`src/rtl/pipe_buf_pkg.sv`:
```
// Shared pipeline-buffer types: skid-stage state encoding, stage payload structs
// and the NOP encoding used to fill bubbles.
package pipe_buf_pkg;

  typedef enum logic [1:0] {
    EMPTY = 2'd0,
    FULL  = 2'd1,
    SKID  = 2'd2
  } buf_state_e;

  localparam logic [31:0] NOP_INSTR = 32'h0000_0013;

  typedef struct packed {
    logic [31:0] pc;
    logic [31:0] instr;
  } if_id_t;

  typedef struct packed {
    logic [31:0] pc;
    logic [31:0] rs1Val;
    logic [31:0] rs2Val;
    logic [31:0] imm;
    logic [4:0]  rd;
    logic        regWrite;
  } id_ex_t;

  typedef struct packed {
    logic [31:0] aluResult;
    logic [31:0] storeData;
    logic [4:0]  rd;
    logic        memRead;
    logic        memWrite;
    logic        regWrite;
  } ex_mem_t;

  typedef struct packed {
    logic [31:0] result;
    logic [4:0]  rd;
    logic        regWrite;
  } mem_wb_t;

  function automatic logic [1:0] occupancyOf(input buf_state_e state);
    case (state)
      FULL:    occupancyOf = 2'd1;
      SKID:    occupancyOf = 2'd2;
      default: occupancyOf = 2'd0;
    endcase
  endfunction

endpackage

```
`src/rtl/pipe_xfer_counter.sv`:
```
// Free-running wrap-around event counter; cleared only by reset.
module pipe_xfer_counter #(
  parameter int CNT_W = 16
) (
  input  logic             clk,
  input  logic             rst_n,
  input  logic             i_en,
  output logic [CNT_W-1:0] o_count
);

  logic [CNT_W-1:0] r_count;

  always_ff @(posedge clk or negedge rst_n) begin
    if (!rst_n) begin
      r_count <= '0;
    end else if (i_en) begin
      r_count <= r_count + 1'b1;
    end
  end

  assign o_count = r_count;

endmodule

```
`src/rtl/pipe_skid_stage.sv`:
```
// Generic valid/ready pipeline register with a two-entry skid buffer, synchronous
// flush with bubble insertion, and a completed-transfer counter.
module pipe_skid_stage
  import pipe_buf_pkg::*;
#(
  parameter int                DATA_W    = 32,
  parameter logic [DATA_W-1:0] RESET_VAL = '0,
  parameter int                CNT_W     = 16
) (
  input  logic              clk,
  input  logic              rst_n,
  input  logic              flush_i,
  input  logic              in_valid,
  output logic              in_ready,
  input  logic [DATA_W-1:0] in_data,
  output logic              out_valid,
  input  logic              out_ready,
  output logic [DATA_W-1:0] out_data,
  output logic [1:0]        occupancy,
  output logic [CNT_W-1:0]  xfer_count
);

  buf_state_e        r_state;
  buf_state_e        w_stateNext;
  logic [DATA_W-1:0] r_main;
  logic [DATA_W-1:0] r_skid;
  logic [DATA_W-1:0] w_mainNext;
  logic [DATA_W-1:0] w_skidNext;
  logic              w_inFire;
  logic              w_outFire;

  // in_ready comes from the state flop only, so out_ready never reaches it combinationally.
  assign in_ready  = (r_state != SKID);
  assign out_valid = (r_state != EMPTY);
  assign out_data  = r_main;
  assign occupancy = occupancyOf(r_state);

  assign w_inFire  = in_valid & in_ready;
  assign w_outFire = out_valid & out_ready;

  always_ff @(posedge clk or negedge rst_n) begin
    if (!rst_n) begin
      r_state <= EMPTY;
      r_main  <= RESET_VAL;
      r_skid  <= RESET_VAL;
    end else begin
      r_state <= w_stateNext;
      r_main  <= w_mainNext;
      r_skid  <= w_skidNext;
    end
  end

  always_comb begin
    w_stateNext = r_state;
    w_mainNext  = r_main;
    w_skidNext  = r_skid;
    if (flush_i) begin
      w_stateNext = EMPTY;
      w_mainNext  = RESET_VAL;
      w_skidNext  = RESET_VAL;
    end else begin
      case (r_state)
        EMPTY: begin
          if (w_inFire) begin
            w_stateNext = FULL;
            w_mainNext  = in_data;
          end
        end
        FULL: begin
          if (w_inFire && w_outFire) begin
            w_mainNext = in_data;
          end else if (w_inFire) begin
            w_stateNext = SKID;
            w_skidNext  = in_data;
          end else if (w_outFire) begin
            w_stateNext = EMPTY;
            w_mainNext  = RESET_VAL;
          end
        end
        SKID: begin
          if (w_outFire) begin
            w_stateNext = FULL;
            w_mainNext  = r_skid;
            w_skidNext  = RESET_VAL;
          end
        end
        default: begin
          w_stateNext = EMPTY;
          w_mainNext  = RESET_VAL;
          w_skidNext  = RESET_VAL;
        end
      endcase
    end
  end

  // A transfer completing in a flush cycle still counts; downstream handles its own flush.
  pipe_xfer_counter #(
    .CNT_W(CNT_W)
  ) u_xferCounter (
    .clk    (clk),
    .rst_n  (rst_n),
    .i_en   (w_outFire),
    .o_count(xfer_count)
  );

endmodule
```
`config.mk`:
```
export PLATFORM = sky130hd
export DESIGN_NAME = pipe_skid_stage
export DESIGN_NICKNAME = d
export VERILOG_FILES = /design/src/rtl/pipe_buf_pkg.sv /design/src/rtl/pipe_xfer_counter.sv /design/src/rtl/pipe_skid_stage.sv
export SDC_FILE = /design/constraint.sdc
export NUM_CORES = 1
export LEC_CHECK = 0
export ABC_AREA = 1
export BUFFER_PORTS_ARGS = -buffer_cell sky130_fd_sc_hd__clkbuf_2
export CORE_ASPECT_RATIO = 1.5
export CORE_UTILIZATION = 60
export CTS_CLUSTER_SIZE = 8
export DETAILED_ROUTE_END_ITERATION = 6
export PLACE_DENSITY_LB_ADDON = 0.08
export SYNTH_ARGS = -nofsm -noshare
export SYNTH_HDL_FRONTEND = slang
export SYNTH_HIERARCHICAL = 1
export SYNTH_SLANG_ARGS = --single-unit
```
`constraint.sdc`:
```
create_clock -name clk -period 2.8 [get_ports clk]
set_input_delay 0.56 -clock clk [delete_from_list [all_inputs] [get_ports clk]]
set_output_delay 0.56 -clock clk [all_outputs]
set_load 0.05 [all_outputs]
```
Yosys cells after proc, flatten, opt, wreduce, memory -nomap -nowiden --
Index checks and enable logic that the tools add are counted.
Cells by class: $add $sub $neg 1, equality and inequality tests 11, muxes and demuxes 18, bitwise logic cells 2, reductions and logical operators 6
Operator list (number):
- two-way mux 32 bit | 8
- one-hot mux 32 bit (3 select lines) | 2
- adder 16 x 1 -> 16 bit (second input constant) | 1
- two-way mux 2 bit | 6
- inequality test 3 bit (second input constant) | 4
- inequality test 4 bit (second input constant) | 3
- AND reduction 4 bit | 3
- one-hot mux 2 bit (3 select lines) | 1
- inequality test 2 bit (second input constant) | 2
- one-hot mux 2 bit (2 select lines) | 1
- bitwise AND 1 bit | 2
- == test 2 x 1 -> 1 bit (second input constant) | 1
- == test 2 bit (second input constant) | 1
- zero test 2 bit | 1
- nonzero test 2 bit | 1
- logical AND 1 bit | 1
Word-level totals: register bits 82, bits of input ports 37, output and inout bits 52, logic and storage cells 42

Longest topological paths before layout --
Gate-level depths: netlist of the first run.
word-level depth 7, gate-level depth with buffers 11, mapped depth without buffers 8

Cells and area by module --
The synthesis of the first run kept the hierarchy.
By module, submodules not included:
- pipe_skid_stage | instances 1, cells each 616, area each 3852.4 µm², seq. area each 1651.6 µm²
- pipe_xfer_counter | instances 1, cells each 97, area each 813.3 µm², seq. area each 400.4 µm²

Worst setup path before layout of the first run --
Ideal clock, no wire load.
path type flip-flop to flip-flop, from register r_state[1], to register r_main[0] (netlist: out_data[0]), library setup time 66 ps, data arrival time 1955 ps, required time 2734 ps, path slack 779 ps, cell stages (with the launch flop) 11, path buffers 2, period minus slack after synthesis 2021 ps, cell sequence dfrtp_1 -> buf_4 -> inv_2 -> nor2_1 -> nand2_1 -> nand2_1 -> nor2_2 -> inv_2 -> buf_2 -> nand2_1 -> nand2_1
Between the ends: word-level cells in the longest chain between the ends 6, elaborated cells on any way between the ends 16, classes of those cells eq/ne: 7; mux: 3; bitwise: 2; reduce/logical: 4
Ends and longest elaborated chain:
- start: declaration | line pipe_skid_stage.sv:23 | buf_state_e r_state;
- start signal: assignment | line pipe_skid_stage.sv:47 | r_state <= w_stateNext;
- inequality test 2 bit / nonzero test 2 bit (equally long branches) | line pipe_skid_stage.sv:33, pipe_skid_stage.sv:34
- bitwise AND 1 bit (on tied branches) | line pipe_skid_stage.sv:38, pipe_skid_stage.sv:39
- logical AND 1 bit | line pipe_skid_stage.sv:70 | if (w_inFire && w_outFire) begin
- two-way mux 32 bit | line pipe_skid_stage.sv:70
- one-hot mux 32 bit (3 select lines) | line pipe_skid_stage.sv:62 | case (r_state)
- two-way mux 32 bit | line pipe_skid_stage.sv:57 | if (flush_i) begin
- end signal: assignment | line pipe_skid_stage.sv:48 | r_main <= w_mainNext;
- end: declaration | line pipe_skid_stage.sv:25 | logic [DATA_W-1:0] r_main;
Parallel ways exist; a longest one is shown, timed or not. A chain may end at the register's enable or synchronous reset.

Final worst setup path of the first run --
from register r_state[1], to output occupancy[0]
Between the ends: word-level cells in the longest chain between the ends 2, elaborated cells on any way between the ends 3, classes of those cells eq/ne: 2; mux: 1
Ends and longest elaborated chain:
- == test 2 bit / == test 2 x 1 -> 1 bit (equally long branches) | line pipe_buf_pkg.sv:43 | case (state)
- one-hot mux 2 bit (2 select lines) (*) | line pipe_buf_pkg.sv:43
- end: declaration | line pipe_skid_stage.sv:19 | output logic [1:0] occupancy,
Mark *: on every way between the ends. The rest lies on a longest branch, timed or not.

==> summary.md, run 1 <==
| Metric | Value |
|---|---|
| Status | finished, final reports clean |
| CP Capture Type | primary output |
| 1st-pass router iterations | 5 |
| Post-DRT Antenna Nets | 0 |
| Clk root buf | clkbuf_16 |
| DRC Markers | 0 |
| Initial antenna violation count | 0 |
| Adder and majority gate portion of the synthesized area | less than 1% |
| Nets | slightly above 800 |
| P_leak | between 3 and 4 nW |
| Pin count of the biggest net entering global routing | between 40 and 50 |
| Pins Over Slew Limit | 0 |
| Port buffer count | 88 |
| Sequential-to-total area share from yosys stat | between 40% and 50% |
| Complex-gate fraction of the synthesized area | 0.483% |
| Post-Synth Simple-Gate Area | about 43% |
| Crit Path Class | register to primary output |
| RSZ-0062 raised after global routing | false |
| Setup-failing EPs final | 0 |
| Crit path arrival time | about 1.6 ns |
| Syn-to-layout area delta | 16.9% |
| Fmax | around 0.45 GHz |
| Slowest CP cell | dfrtp_1 |
| Clock Skew | roughly 0.0052 ns |
| Max-cap viol count | 0 |
| Cell area after layout | approximately 0.0055 mm² |
| Design Power | approximately 0.0037 W |
| Clock-pin slew on the worst setup and hold paths | approximately 0.050 ns |
| CP max FO | 35 |
| Crit start category | register |
| Buffers and inverters on the worst path | 4 |
| Worst-Margin Slew | 1.01 ns |
| CP top delay family | buffers and inverters |
| Final min period | about 2.2 ns |
| TNS Setup | 0 ns |
| Final hold viol count | 0 |
| Post-synth cell types | 24 |
| Global-route wire length before repair | 18.4 mm |
| DR vias | 4544 |
| Gr usage total | roughly 30% |
| Met1 Wirelength | roughly 4.8 mm |
| # IOs | between 80 and 90 |
| GRT overflow | 0 |
| CTS sink cnt | 82 |
| Dpl cell area | ~0.0052 mm² |
| Post-synthesis mux area share | 0% |
| Xor/xnor share of the synthesized area | about 2.1% |
| P_sw | ~0.0015 W |
| Main combinational cell family by area after synthesis | simple AND/OR/NAND/NOR gates |
| Synth Net Count | about 750 |
| Layout cells sized above 1 | 16.0% |
| Die W | ~74 µm |
| Std cell rows | 39 |
| Initial core utilization | between 60 and 70% |
| WL met2 | approximately 5.9 mm |
| CTS tree | built |
| Final worst slack | 0.597 ns |
| Vias per std cell | about 5 |
| Crit-path cells | inv_2, nand2_2, buf_4, inv_1, clkbuf_2 |
| Via count of the first global-routing pass | 4120 |
| Post-detailed-route wirelength per cell | 12.7 µm |
| H-tree depth | 3 |
| HP Class | primary input to asynchronous set/reset pin |
| Total Wirelength | between 10 and 15 mm |
| Flop pwr share | between 30% and 40% |
| Setup Buffers After CTS | 0 |
| Worst Path Required | 2.24 ns |
| Highest routed layer | met4 |
| Max incr delay on CP | 0.48 ns |
| Routed wl met3 | 438 µm |
| DIE AREA | slightly above 0.008 mm² |
| Worst-Skew Late Latency | roughly 0.34 ns |
| DRT iter0 DRCs | 369 |
| Hold_buf cts | 0 |
| Syn avg cell area | ~6.5 µm² |
| DP HPWL | ~7.5 mm |
| Pre-CTS worst setup slack | about 0.88 ns |
| Clock power share | approximately 29% |
| Rel. slew slack | between 30 and 40% |
| Antenna diode count | 0 |
| Smallest hold slack | about 0.22 ns |
| Synth Instances | a little over 700 |
| Area of the mapped netlist | 0.00467 mm² |
| Clock Tree Buf Depth | 2 |
| FF+latch count, synth | ~80 |
| Routability cong. | ~0.85 |
| Maximum vdd ir drop | ~560 µV |
| Net Sw Frac | between 30% and 40% |
| Post-CTS Resized | 0 |
| Internal power | between 0.002 and 0.0025 W |
| Final period util | around four fifths |
| Number of buffers created by CTS | 9 |
| Combinational share of power | 31.7% |
| Ys Warns | 6 |
| Cell Pwr Density | 675 mW/mm² |
| CORE AREA | ~0.0076 mm² |
| Die H | approximately 110 µm |
[layout by cell type (no fill, tap or decap), drive strengths merged, types with 4 or more instances in the layout]
| master | netlist | final |
|---|---|---|
| buf | 26 | 15 |
| clkbuf | 9 | 100 |
| clkinv | 1 | 4 |
| dfrtp | 82 | 82 |
| inv | 85 | 85 |
| nand2 | 325 | 325 |
| nand3 | 76 | 76 |
| nand4 | 5 | 5 |
| nor2 | 87 | 87 |
| xnor2 | 7 | 7 |
| xor2 | 4 | 4 |
[logic make-up after synthesis]
family / after synthesis
buffers and inverters: 121
adders and majority gates: 1
DFF: 82
and+or+nand+nor: 495
xor gates and xnor gates: 11
AOI/OAI and AO/OA: 3
[power by group through the flow]
| stage | clock [W] | sequential, W | combinational (W) |
|---|---|---|---|
| after detailed placement | 0 | 0.00147 | 0.00117 |
| after global routing | 0.00114 | 0.00147 | 0.00128 |
| after floorplan | 0 | 0.00180 | 0.000515 |
| final | 0.00107 | 0.00145 | 0.00117 |
| after global placement | 0 | 0.00146 | 0.00114 |
| after CTS | 0.00108 | 0.00145 | 0.00117 |
[final timing paths]
| check | cells after the start | end | slack (ns) | start |
|---|---|---|---|---|
| setup / recovery | 5 | occupancy[0] | 0.60 | r_state[1]$_DFFE_PN0P_ |
| hold reg to reg | 2 | out_data[17]$_DFFE_PN0P_ | 0.47 | out_data[17]$_DFFE_PN0P_ |
| max in group asynchronous | 2 | r_skid[18]$_DFFE_PN0P_ | 1.95 | rst_n |
| min in group clk | 2 | out_data[17]$_DFFE_PN0P_ | 0.47 | out_data[17]$_DFFE_PN0P_ |
| setup reg to reg | 8 | out_data[10]$_DFFE_PN0P_ | 0.85 | r_state[1]$_DFFE_PN0P_ |
| hold / removal | 1 | out_data[15]$_DFFE_PN0P_ | 0.22 | rst_n |
[cell type report]
type / instances / area [µm²]
Inverter: 86 / 323
Sequential cell: 82 / 2050
Timing Repair Buffer: 102 / 561
Multi-Input combinational cell: 510 / 2130
Clock buffer: 13 / 250
Clock inverter: 3 / 15.0
Fill cell: 663 / 2110
Tap cell: 102 / 128
[cells in the mapped netlist (all sizes together)]
| cell type | number | share of area [%] |
|---|---|---|
| xnor2 | 7 | 1.3 |
| nor3 | 1 | 0.11 |
| clkbuf | 9 | 0.72 |
| a21oi | 1 | 0.19 |
| nand2 | 325 | 26 |
| o31ai | 1 | 0.16 |
| clkinv | 1 | 0.080 |
| ha | 1 | 0.27 |
| dfrtp | 82 | 44 |
| buf | 26 | 2.8 |
| inv | 85 | 6.8 |
| nand4 | 5 | 0.67 |
| nand3 | 76 | 8.3 |
| a31oi | 1 | 0.13 |
| nand3b | 1 | 0.16 |
| nor2 | 87 | 7.4 |
| xor2 | 4 | 0.75 |
[stage by stage]
step	cells	utilization, %
after floorplan	713	-
after detailed placement	882	68.6
after CTS	898	72.1
final	898	72.1
after global routing	898	72.1
after global placement	882	68.6
[per-layer routing]
metal,up-vias,global-route usage (%)
met5,-,0
met4,0,14.7
met3,18,4.55
met2,131,51.7
met1,2104,34.9
li1,2291,-
[sequential cells by signal, indices dropped and copies added, names as in the netlist]
register and cells:
u_xferCounter/o_count 16, out_data 32, r_state 2, r_skid 32
Power figures use the tool's default switching activity.
==> run 2, diff against run 1 <==
Settings changed: CORE_UTILIZATION 60 to 56.
Clock period 2.8 ns to 2.2 ns, I/O delays scaled along.
==> summary.md, run 2 (synthesized netlist as in run 1, its figures left out) <==
| Metric | Value |
|---|---|
| Worst Path Required | approximately 1.8 ns |
| CORE AREA | a little over 0.008 mm² |
| Gr usage total | between 20% and 30% |
| Post-DRT Antenna Nets | 0 |
| Highest routed layer | met4 |
| CP Capture Type | primary output |
| Buffers and inverters on the worst path | 3 |
| Most frequent cells in the layout | 324 x nand2_1, 87 x clkbuf_2, 82 x nor2_1, 82 x dfrtp_1, 81 x inv_1 |
| # IOs | slightly below 90 |
| Dpl cell area | 0.00520 mm² |
| P_leak | roughly 3.3 nW |
| DIE AREA | 0.00871 mm² |
| Syn-to-layout area delta | 16.5% |
| Maximum vdd ir drop | between 800 and 900 µV |
| Status | finished, final reports clean |
| Number of buffers created by CTS | 9 |
| Vias per std cell | slightly above 5 |
| Layout cells sized above 1 | roughly 16% |
| Die H | between 100 and 150 µm |
| Final hold viol count | 0 |
| H-tree depth | 3 |
| Clock-pin slew on the worst setup and hold paths | approximately 0.060 ns |
| Met1 Wirelength | a little over 5 mm |
| Crit-path cells | inv_2, nand2_2, inv_1, clkbuf_2 |
| DRT iter0 DRCs | about 370 |
| Slowest CP cell | dfrtp_1 |
| CTS sink cnt | 82 |
| Final period util | between 80% and 90% |
| Antenna diode count | 0 |
| Cell area after layout | around 0.0054 mm² |
| Setup Buffers After CTS | 0 |
| Clock Skew | approximately 0.0053 ns |
| Via count of the first global-routing pass | approximately 4500 |
| Cell Pwr Density | 851 mW/mm² |
| CP top delay family | buffers and inverters |
| Max incr delay on CP | between 0.4 and 0.5 ns |
| 1st-pass router iterations | 5 |
| Die W | around 77 µm |
| Hold_buf cts | 0 |
| Crit start category | register |
| Fmax | between 0.5 and 0.6 GHz |
| Worst-Margin Slew | ~0.57 ns |
| Post-CTS Resized | 0 |
| Routed wl met3 | 681 µm |
| Setup-failing EPs final | 0 |
| DRC Markers | 0 |
| Rel. slew slack | between 60% and 70% |
| Post-detailed-route wirelength per cell | 13.0 µm |
| Final min period | 1.85 ns |
| Routability cong. | about 0.84 |
| Most common cell after layout, fill and taps aside | nand2_1 |
| Std cell rows | 40 |
| CP max FO | 16 |
| RSZ-0062 raised after global routing | false |
| CTS tree | built |
| Crit Path Class | register to primary output |
| Crit path arrival time | about 1.4 ns |
| Nets | 831 |
| Global-route wire length before repair | between 20 and 25 mm |
| Initial core utilization | between 50% and 60% |
| DR vias | approximately 4500 |
| DP HPWL | roughly 7.6 mm |
| Max-cap viol count | 0 |
| Port buffer count | 88 |
| Clock Tree Buf Depth | 2 |
| Pin count of the biggest net entering global routing | 37 |
| Worst-Skew Late Latency | approximately 0.33 ns |
| TNS Setup | 0 ns |
| Fillcell total | about 750 |
| Pins Over Slew Limit | 0 |
| WL met2 | slightly below 6 mm |
| Initial antenna violation count | 0 |
| Clk root buf | clkbuf_16 |
| Total Wirelength | 11.7 mm |
| GRT overflow | 0 |
| HP Class | primary input to asynchronous set/reset pin |
run 2: changes by cell type in the layout (fill, tap and decap cells not counted):
cell | before | now
buf_4 | 14 | 17
clkinv_2 | 3 | 1
buf_12 | 1 | 0
clkbuf_8 | 1 | 0
run 2: worst paths after layout:
| kind | from | end | slack (ns) | depth (start not counted) |
|---|---|---|---|---|
| max | r_state[1]$_DFFE_PN0P_ | occupancy[0] | 0.35 | 4 |
| min | rst_n | out_data[20]$_DFFE_PN0P_ | 0.07 | 1 |
| max reg2reg | r_state[1]$_DFFE_PN0P_ | out_data[26]$_DFFE_PN0P_ | 0.48 | 7 |
| min reg2reg | r_skid[13]$_DFFE_PN0P_ | r_skid[13]$_DFFE_PN0P_ | 0.48 | 2 |
| max in group asynchronous | rst_n | u_xferCounter/o_count[7]$_DFFE_PN0P_ | 1.50 | 2 |
| min in group clk | in_valid | r_state[1]$_DFFE_PN0P_ | 0.41 | 3 |
run 2: metrics by stage:
step / hold slack [ns] / setup slack [ns] / power (W) / instances / utilization (%)
2_1_floorplan: 0.144 / 0.179 / 0.00294 / 713 / -
3_3_place_gp: 0.436 / 0.552 / 0.00333 / 887 / 64.5
3_5_place_dp: 0.439 / 0.498 / 0.00336 / 887 / 64.5
4_1_cts: 0.0866 / 0.340 / 0.00465 / 900 / 67.5
5_1_grt: 0.0964 / 0.280 / 0.00488 / 900 / 67.5
6_report: 0.0688 / 0.354 / 0.00463 / 900 / 67.5
run 2: report_power, final:
group          total [W]  internal, W  switching, W  leakage [nW]
registers        0.00185      0.00169      0.000155          1.08
clock network    0.00129     0.000744      0.000548         0.118
logic            0.00149     0.000355       0.00114          2.13
run 2: layout make-up:
type	count	area, µm²	area share (%)
Multi-Input combinational cell	510	2130	39.1
Sequential cell	82	2050	37.7
Tap cell	105	131	2.42
Timing Repair Buffer	104	563	10.4
Inverter	86	323	5.94
Clock buffer	12	236	4.35
Clock inverter	1	5.00	0.0920
run 2: layer usage:
metal | track usage [%] | vias to the layer above
met3 | 5.68 | 13
met1 | 36.3 | 2091
met2 | 50.2 | 156
met5 | 0 | -
met4 | 10.9 | 0
li1 | - | 2283
